$ cat src/rtl/coffee_vend_controller_if.sv
// Coin-acceptor / drink-request side and valve/hopper side of the vending controller.
// The slave modport is the controller; the master modport is whoever drives it.
interface coffee_vend_controller_if #(
   parameter int unsigned COIN_W = 4,
   parameter int unsigned TYPE_W = 2
);
   logic              coin_in;
   logic [TYPE_W-1:0] coffee_type;
   logic              order;
   logic              cancel;
   logic [COIN_W-1:0] total_coins;
   logic [COIN_W-1:0] change_left;
   logic              change_pulse;
   logic              brewing;
   logic              done;
   logic              insufficient;
   logic              coin_reject;

   modport master (
      output coin_in, coffee_type, order, cancel,
      input  total_coins, change_left, change_pulse, brewing, done, insufficient, coin_reject
   );

   modport slave (
      input  coin_in, coffee_type, order, cancel,
      output total_coins, change_left, change_pulse, brewing, done, insufficient, coin_reject
   );
endinterface

$ cat src/rtl/coffee_vend_controller.sv
// Coin accumulator, price check, brew timer and one-coin-per-cycle change dispenser.
// All outputs are registered; reset aborts any brew or payout and discards credit.
module coffee_vend_controller #(
   parameter int unsigned COIN_W      = 4,
   parameter int unsigned TYPE_W      = 2,
   parameter int unsigned PRICE0      = 3,
   parameter int unsigned PRICE1      = 4,
   parameter int unsigned PRICE2      = 5,
   parameter int unsigned PRICE3      = 7,
   parameter int unsigned BREW_CYCLES = 16
) (
   input logic                     clk,
   input logic                     rst_n,
   coffee_vend_controller_if.slave bus
);

   localparam int unsigned CREDIT_MAX = (1 << COIN_W) - 1;

   if (PRICE0 > CREDIT_MAX || PRICE1 > CREDIT_MAX || PRICE2 > CREDIT_MAX ||
       PRICE3 > CREDIT_MAX) begin : g_price_ovf
      $warning("coffee_vend_controller: a price exceeds the credit limit; drink is unorderable");
   end
   if (BREW_CYCLES < 1 || BREW_CYCLES > 65535) begin : g_brew_range
      $error("coffee_vend_controller: BREW_CYCLES must be in 1..65535");
   end

   typedef enum logic [1:0] {StCollect, StBrew, StChange} state_e;

   state_e            state_q, state_d;
   logic [COIN_W-1:0] total_q, total_d;
   logic [COIN_W-1:0] change_q, change_d;
   logic [15:0]       brew_cnt_q, brew_cnt_d;
   logic              from_brew_q, from_brew_d;
   logic              change_pulse_q, change_pulse_d;
   logic              brewing_q, brewing_d;
   logic              done_q, done_d;
   logic              insufficient_q, insufficient_d;
   logic              coin_reject_q, coin_reject_d;

   int unsigned price;
   logic        price_ok;
   logic        affordable;

   always_comb begin
      price    = 0;
      price_ok = 1'b1;
      case (int'(bus.coffee_type))
         0:       price = PRICE0;
         1:       price = PRICE1;
         2:       price = PRICE2;
         3:       price = PRICE3;
         default: price_ok = 1'b0;
      endcase
      affordable = price_ok && (32'(total_q) >= price);
   end

   always_comb begin
      state_d        = state_q;
      total_d        = total_q;
      change_d       = change_q;
      brew_cnt_d     = brew_cnt_q;
      from_brew_d    = from_brew_q;
      change_pulse_d = 1'b0;
      brewing_d      = 1'b0;
      done_d         = 1'b0;
      insufficient_d = 1'b0;
      coin_reject_d  = 1'b0;

      unique case (state_q)
         StCollect: begin
            if (bus.cancel) begin
               change_d      = total_q;
               total_d       = '0;
               coin_reject_d = bus.coin_in;
               if (total_q != '0) begin
                  state_d        = StChange;
                  change_pulse_d = 1'b1;
                  from_brew_d    = 1'b0;
               end
            end else if (bus.order && affordable) begin
               change_d      = total_q - COIN_W'(price);
               total_d       = '0;
               brew_cnt_d    = 16'(BREW_CYCLES);
               brewing_d     = 1'b1;
               coin_reject_d = bus.coin_in;
               state_d       = StBrew;
            end else begin
               insufficient_d = bus.order;
               if (bus.coin_in) begin
                  if (total_q == '1) coin_reject_d = 1'b1;
                  else               total_d       = total_q + 1'b1;
               end
            end
         end
         StBrew: begin
            coin_reject_d = bus.coin_in;
            brew_cnt_d    = brew_cnt_q - 16'd1;
            if (brew_cnt_q <= 16'd1) begin
               if (change_q != '0) begin
                  state_d        = StChange;
                  change_pulse_d = 1'b1;
                  from_brew_d    = 1'b1;
               end else begin
                  state_d = StCollect;
                  done_d  = 1'b1;
               end
            end else begin
               brewing_d = 1'b1;
            end
         end
         StChange: begin
            coin_reject_d = bus.coin_in;
            change_d      = change_q - 1'b1;
            if (change_q <= COIN_W'(1)) begin
               change_d = '0;
               state_d  = StCollect;
               done_d   = from_brew_q;
            end else begin
               change_pulse_d = 1'b1;
            end
         end
         default: state_d = StCollect;
      endcase
   end

   always_ff @(posedge clk or negedge rst_n) begin
      if (!rst_n) begin
         state_q        <= StCollect;
         total_q        <= '0;
         change_q       <= '0;
         brew_cnt_q     <= '0;
         from_brew_q    <= 1'b0;
         change_pulse_q <= 1'b0;
         brewing_q      <= 1'b0;
         done_q         <= 1'b0;
         insufficient_q <= 1'b0;
         coin_reject_q  <= 1'b0;
      end else begin
         state_q        <= state_d;
         total_q        <= total_d;
         change_q       <= change_d;
         brew_cnt_q     <= brew_cnt_d;
         from_brew_q    <= from_brew_d;
         change_pulse_q <= change_pulse_d;
         brewing_q      <= brewing_d;
         done_q         <= done_d;
         insufficient_q <= insufficient_d;
         coin_reject_q  <= coin_reject_d;
      end
   end

   assign bus.total_coins  = total_q;
   assign bus.change_left  = change_q;
   assign bus.change_pulse = change_pulse_q;
   assign bus.brewing      = brewing_q;
   assign bus.done         = done_q;
   assign bus.insufficient = insufficient_q;
   assign bus.coin_reject  = coin_reject_q;

endmodule

$ cat src/flat_wrapper.sv
// flat-port wrapper written by rule: the top's interface ports become plain ports
module coffee_vend_controller_flat 
#(
   parameter int unsigned COIN_W      = 4,
   parameter int unsigned TYPE_W      = 2,
   parameter int unsigned PRICE0      = 3,
   parameter int unsigned PRICE1      = 4,
   parameter int unsigned PRICE2      = 5,
   parameter int unsigned PRICE3      = 7,
   parameter int unsigned BREW_CYCLES = 16
)
  (clk, rst_n, bus_coin_in, bus_coffee_type, bus_order, bus_cancel, bus_total_coins, bus_change_left, bus_change_pulse, bus_brewing, bus_done, bus_insufficient, bus_coin_reject);
  coffee_vend_controller_if #(.COIN_W(COIN_W), .TYPE_W(TYPE_W)) bus_i ();
  input logic clk;
  input logic rst_n;
  input wire logic [$bits(bus_i.coin_in)-1:0] bus_coin_in;
  input wire logic [$bits(bus_i.coffee_type)-1:0] bus_coffee_type;
  input wire logic [$bits(bus_i.order)-1:0] bus_order;
  input wire logic [$bits(bus_i.cancel)-1:0] bus_cancel;
  output wire logic [$bits(bus_i.total_coins)-1:0] bus_total_coins;
  output wire logic [$bits(bus_i.change_left)-1:0] bus_change_left;
  output wire logic [$bits(bus_i.change_pulse)-1:0] bus_change_pulse;
  output wire logic [$bits(bus_i.brewing)-1:0] bus_brewing;
  output wire logic [$bits(bus_i.done)-1:0] bus_done;
  output wire logic [$bits(bus_i.insufficient)-1:0] bus_insufficient;
  output wire logic [$bits(bus_i.coin_reject)-1:0] bus_coin_reject;
  assign bus_i.coin_in = bus_coin_in;
  assign bus_i.coffee_type = bus_coffee_type;
  assign bus_i.order = bus_order;
  assign bus_i.cancel = bus_cancel;
  assign bus_total_coins = bus_i.total_coins;
  assign bus_change_left = bus_i.change_left;
  assign bus_change_pulse = bus_i.change_pulse;
  assign bus_brewing = bus_i.brewing;
  assign bus_done = bus_i.done;
  assign bus_insufficient = bus_i.insufficient;
  assign bus_coin_reject = bus_i.coin_reject;
  coffee_vend_controller #(.COIN_W(COIN_W), .TYPE_W(TYPE_W), .PRICE0(PRICE0), .PRICE1(PRICE1), .PRICE2(PRICE2), .PRICE3(PRICE3), .BREW_CYCLES(BREW_CYCLES)) u_core (.clk(clk), .rst_n(rst_n), .bus(bus_i));
endmodule
$ cat config.mk
export PLATFORM = sky130hd
export DESIGN_NAME = coffee_vend_controller_flat
export DESIGN_NICKNAME = d
export VERILOG_FILES = /design/src/rtl/coffee_vend_controller_if.sv /design/src/rtl/coffee_vend_controller.sv /design/src/flat_wrapper.sv
export SDC_FILE = /design/constraint.sdc
export NUM_CORES = 1
export LEC_CHECK = 0
export BUFFER_PORTS_ARGS = -buffer_cell sky130_fd_sc_hd__buf_4
export CORE_UTILIZATION = 55
export CTS_BUF_LIST = sky130_fd_sc_hd__clkbuf_2
export CTS_CLUSTER_DIAMETER = 120
export DETAILED_ROUTE_END_ITERATION = 16
export PLACE_DENSITY = 0.78
export REMOVE_ABC_BUFFERS = 1
export SLEW_MARGIN = 30
export SYNTH_ARGS = -nofsm -noshare
export SYNTH_HDL_FRONTEND = slang
export SYNTH_SLANG_ARGS = --single-unit
$ cat constraint.sdc
create_clock -name clk -period 2.4 [get_ports clk]
set_input_delay 0.36 -clock clk [delete_from_list [all_inputs] [get_ports clk]]
set_output_delay 0.36 -clock clk [all_outputs]
set_load 0.005 [all_outputs]
* Word-level counts from Yosys, hierarchy flattened
Index checks and enable logic that the tools add are counted.
** Word-level totals
- Register bits after elaboration :: 32
- Bits of input ports :: 7
- Output and inout port bits :: 13
- Logic and storage cells :: 93
** Cells by class
- Add/sub/neg operators :: 4
- Order comparisons :: 3
- Equality and inequality tests :: 16
- Muxes and demuxes :: 46
- Reduce and logical (&&, ||, !) cells :: 14
** Operators by type and width (number)
- case mux 32 bit (4 select lines) :: 1
- >= comparator 4 x 32 -> 1 bit :: 1
- two-way mux 16 bit :: 2
- case mux 16 bit (2 select lines) :: 1
- two-way mux 4 bit :: 7
- two-way mux 1 bit :: 22
- <= comparator 16 x 1 -> 1 bit, second input constant :: 1
- subtractor 16 x 1 -> 16 bit, second input constant :: 1
- two-way mux 2 bit :: 6
- != test 2 x 1 -> 1 bit, second input constant :: 5
- != test 3 x 2 -> 1 bit, second input constant :: 3
- case mux 1 bit (2 select lines) :: 4
- case mux 4 bit (2 select lines) :: 1
- nonzero test 4 bit :: 2
- equality test 2 bit, second input constant :: 3
- case mux 2 bit (3 select lines) :: 1
- AND reduction 3 bit :: 2
- AND reduction 5 bit :: 1
- adder 4 x 1 -> 4 bit, second input constant :: 1
- equality test 2 x 1 -> 1 bit, second input constant :: 2
- equality test 4 bit, second input constant :: 1
- <= comparator 4 x 1 -> 1 bit, second input constant :: 1
- logical NOT 2 bit :: 2
- != test 2 bit, second input constant :: 2
- other kinds (9) :: 10

* Logic depth before layout (Yosys ltp)
- Depth in word-level cells :: 7
- Gate-level depth with buffers :: 12
- Gate-level depth less buffers :: 11

* Worst setup path before layout
No wires, ideal clock.
- Kind :: input to register
- Start point :: input bus_coffee_type[1]
- End point :: register u_core.brew_cnt_q[3]
- Setup time :: 0.132 ns
- Arrival time :: 2.485 ns
- Required time :: 2.268 ns
- Path slack :: -0.217 ns
- Cell stages on the path :: 12
- Path buffers :: 1
- Cell sequence :: inv_1 > ha_1 > inv_1 > ha_1 > inv_1 > fa_1 > a211o_1 > o211ai_1 > clkbuf_1 > a21boi_0 > xnor2_1 > nor2_1
** Between the ends
- Longest elaborated chain between the ends :: 6
- Elaborated cells on any way between the ends :: 9
- Classes of those cells :: order compare (1); eq/ne (4); mux (1); reduce/logical (3)
** Ends and longest elaborated chain
- start: declaration :: line flat_wrapper.sv:17 : input wire logic [$bits(bus_i.coffee_type)-1:0] bus_coffee_type;
- equality test 2 bit (tied with other cells) :: line coffee_vend_controller.sv:47 : case (int'(bus.coffee_type))
- case mux 32 bit (4 select lines) (*) :: line coffee_vend_controller.sv:47
- >= comparator 4 x 32 -> 1 bit (*) :: line coffee_vend_controller.sv:54 : affordable = price_ok && (32'(total_q) >= price);
- logical AND 1 bit (*) :: line coffee_vend_controller.sv:80 : end else if (bus.order && affordable) begin
- != test 2 x 1 -> 1 bit (no line) (*)
- AND reduction 3 bit (no line) (*)
- end signal: assignment :: line coffee_vend_controller.sv:142 : brew_cnt_q <= brew_cnt_d;
- end: declaration :: line coffee_vend_controller.sv:32 : logic [15:0] brew_cnt_q, brew_cnt_d;
Mark *: on every way between the ends. The rest lies on a longest branch, timed or not. The select of a mux whose other input is x is not followed.
A chain may end at the register's enable or synchronous reset.

* Final worst setup path
- Start point :: register u_core.brew_cnt_q[10]
- End point :: register u_core.state_q[0]
** Between the ends
- Longest elaborated chain between the ends :: 3
** Ends and longest elaborated chain
- <= comparator 16 x 1 -> 1 bit :: line coffee_vend_controller.sv:98 : if (brew_cnt_q <= 16'd1) begin
- != test 2 x 1 -> 1 bit (no line)
- AND reduction 4 bit (no line)
- end signal: assignment :: line coffee_vend_controller.sv:128 : state_q <= StCollect;
- end signal: assignment :: line coffee_vend_controller.sv:139 : state_q <= state_d;
- end: declaration :: line coffee_vend_controller.sv:29 : state_e state_q, state_d;
Every way passes these cells.

==> impl_metrics.toml <==
[cells_and_area]
nets = 285
finish.cell_count_without_fillers = 309
layout_common_cells = "buf_4, dfrtp_1, nor2_1, a21oi_1"
most_frequent_standard_cell_in_the_layout_excluding_fill_and_tap_cells = "buf_4"
layout-drive-gt1-share = 0.2281
area_growth_syn_to_layout_pct = 20.88
antenna_cells_inserted = 0

[die]
die-width_microns = 62.60
initial_core_util = 0.5912
design.die.area_sq_um = 3918
fp.dieH_microns = 62.60
io_pins = 20
floorplan.core_area_sq_um = 3416
floorplan.rows = 21

[clock_network]
cts_made_buffers = 5
clkSlewWorstSetupHoldPaths_ns = 0.18
insertion_delay_ns = 0.39
cts_max_level = 2
ctsLongestPathBuffers = 2
clkSinkCount = 32
clock_tree_root = "clkbuf_2"
clock_tree_from_tritoncts = "yes"

[drt]
drt.antenna.violating_nets = 0
num_vias = 1724
remaining_drc_errors = 0
drt_iter0_markers = 123
routed_wirelength_mm = 4.333
dr_pass1_iterations = 4
vias_per_cell = 5.579
wl_per_cell_microns = 14.02

[timing]
finalCritPeriodShare = 0.9902
final_skew_ns = 0.01831
max_freq_mhz = 420.8
hold_viol_final = 0
final.min_clock_period_ns = 2.376
setup_violations = 0
worst_pin_slew_ns = 0.5455
maxSlewViolCount = 0
final_critical_path_setup_slack_ns = 0.02357
rsz_0062_raised_after_global_routing = "true"
timing.max_slew.rel_slack = 0.6347

[worst_setup_path]
reg2regPathDepth = 5
worstReg2RegStart = "u_core.brew_cnt_q[10]"
timing.critical_path.from = "u_core.brew_cnt_q[10]"
critical_path.max_stage_delay_ns = 0.49
crit_path_start_kind = "flip-flop"
timing.setup.critical_path_class = "reg2reg"
path_cells = "or4_4, or4_4, or3_4, a21o_1, mux2_4"
timing.critical_path.required_ns = 2.68
maximum_fanout_along_the_worst_path = 6
reg2reg_setup_slack_ns = 0.02
cp_data_arrival_time_ns = 2.65
worstPathBufferInverterCount = 0
type_of_destination_of_the_critical_path = "flip-flop"
cp-endpoint = "u_core.state_q[0]"
worstSetupPathDepth = 5
cp_top_family = "simple AND/OR/NAND/NOR gates"
cpMaxStageDelayCell = "or4_4"
rr_endpoint = "u_core.state_q[0]"
cp_common_cell = "or4_4"

[global_routing]
maximum_number_of_pins_on_one_net_before_global_route_repair = 33
initial_antenna_violation_count = 0
overflow = 0
globalRouteTotalUtil = 0.2523
number_of_global_route_vias_before_repair = 1684
global_route_wire_length_before_repair_mm = 7.748

[logic_synthesis]
post_synth_instance_area_sq_um = 2019
synth_edf_count = 0
yosys_most_used_dff = "dfrtp_1"
seq_area_frac_synth = 0.3965
synth-seq-cells = 32
synthesis.area_per_instance_sq_um = 9.138
syn-instance-count = 221
ys_warn_count = 0
asyncSetResetFlopFracSynth = 1.000
synthDistinctLibCells = 49

[power]
ir_worst_vdd_uv = 796.5
total_power_mw = 2.742
pwr_density_cell_nw_per_um2 = 1123
power.static_leakage_nw = 1.119

[run_status]
run_status = "finished clean"

[place]
dp.cells = 300
dp_slack_ns = -0.1643
port_buffers = 19
post-dp-hpwl_mm = 3.199
gp_congestion = 0.9718

[min_path]
worstHoldPathType = "in2reg"

[run]
max_cap_violations = 0
==> per-stage QoR <==
step                setup TNS, ns  hold WS [ns]  utilization  area [sq um]
floorplan                  -5.073       0.06441            -          1976
global placement          -0.8767        0.3130       0.6912          2361
detailed placement         -1.655        0.3158       0.6912          2361
CTS                             0        0.2251       0.7132          2436
global route             -0.02260        0.1979       0.7147          2441
finish                          0        0.2418       0.7147          2441
==> synthesized netlist by cell type (2+ instances only) <==
| library cell | instances | area share |
|---|---|---|
| a2111oi_0 | 2 | 0.0087 |
| a211o_1 | 2 | 0.0087 |
| a211oi_1 | 2 | 0.0074 |
| a21boi_0 | 2 | 0.0074 |
| a21o_1 | 2 | 0.0074 |
| a21oi_1 | 19 | 0.047 |
| a31oi_1 | 3 | 0.0093 |
| and3_1 | 2 | 0.0062 |
| clkbuf_1 | 8 | 0.015 |
| dfrtp_1 | 32 | 0.40 |
| ha_1 | 15 | 0.093 |
| inv_1 | 15 | 0.028 |
| mux2i_1 | 2 | 0.0099 |
| nand2_1 | 13 | 0.024 |
| nand2b_1 | 2 | 0.0062 |
| nand3_1 | 4 | 0.0099 |
| nand4_1 | 4 | 0.012 |
| nor2_1 | 28 | 0.052 |
| nor3_1 | 7 | 0.017 |
| o211ai_1 | 3 | 0.011 |
| o21ai_0 | 8 | 0.020 |
| o22ai_1 | 2 | 0.0062 |
| or3_1 | 2 | 0.0062 |
| or4_4 | 2 | 0.011 |
| xnor2_1 | 15 | 0.065 |
| xor2_1 | 2 | 0.0087 |
==> state kept, by name, summed over array words and instances, names as in the netlist <==
| signal | cells |
|---|---|
| u_core.bus.done | 1 |
| u_core.bus.change_pulse | 1 |
| u_core.bus.coin_reject | 1 |
| u_core.bus.insufficient | 1 |
| u_core.bus.brewing | 1 |
| u_core.brew_cnt_q | 16 |
| u_core.bus.change_left | 4 |
| u_core.state_q | 2 |
| u_core.from_brew_q | 1 |
| u_core.bus.total_coins | 4 |
==> cell families (layout without fill, tap and decap cells) <==
| kind of cell | after synthesis | after routing | share of synthesized area |
|---|---|---|---|
| DFF | 32 | 32 | 0.3965 |
| muxes | 3 | 3 | 0.01735 |
| AOI/OAI and AO/OA | 56 | 56 | 0.1778 |
| xor gates and xnor gates | 17 | 17 | 0.07373 |
| adders and majority gates | 16 | 16 | 0.1029 |
| buffers and inverters | 24 | 66 | 0.04956 |
| and+or+nand+nor | 73 | 73 | 0.1822 |
==> final cells by class <==
type / instances / area [sq um]
Clock inverter: 2 / 35.03
Tap cell: 46 / 57.56
Clock buffer: 6 / 30.03
Timing Repair Buffer: 43 / 337.8
Fill cell: 275 / 974.7
Sequential cell: 32 / 802.0
Multi-Input combinational cell: 165 / 1122
Inverter: 15 / 56.30
==> how the worst min path moves through the flow <==
| stage | start | end | cells after the start |
|---|---|---|---|
| after global placement | rst_n | u_core.bus.coin_reject | 1 |
| after floorplan | rst_n | u_core.brew_cnt_q[0] | 0 |
| after CTS | bus_coin_in | u_core.bus.coin_reject | 2 |
| after detailed placement | rst_n | u_core.state_q[1] | 1 |
| after global routing | bus_coin_in | u_core.bus.coin_reject | 2 |
| final | bus_coin_in | u_core.bus.coin_reject | 2 |
==> repair_timing <==
item | 4_1_cts | 5_1_grt
endpoints found under the hold margin | 32 | 0
resized for setup | 0 | 5
endpoints found under the setup margin | 0 | 6
setup buffers | 0 | 0
hold buffers | 1 | 0
==> where the power goes <==
part | internal [mW] | total [mW] | switching, mW
Combinational | 0.699 | 1.41 | 0.711
Sequential | 0.743 | 0.965 | 0.222
Clock | 0.179 | 0.368 | 0.189
==> metal layers <==
layer  up-vias  wire length (microns)  track usage
li1        857                      -            -
met1       813                   2150       0.3592
met2        46                   1888       0.3764
met3         8                    233      0.05657
met4         0                     61      0.08721
met5         -                      0            0
No activity file was read; power rests on OpenSTA's default activity.
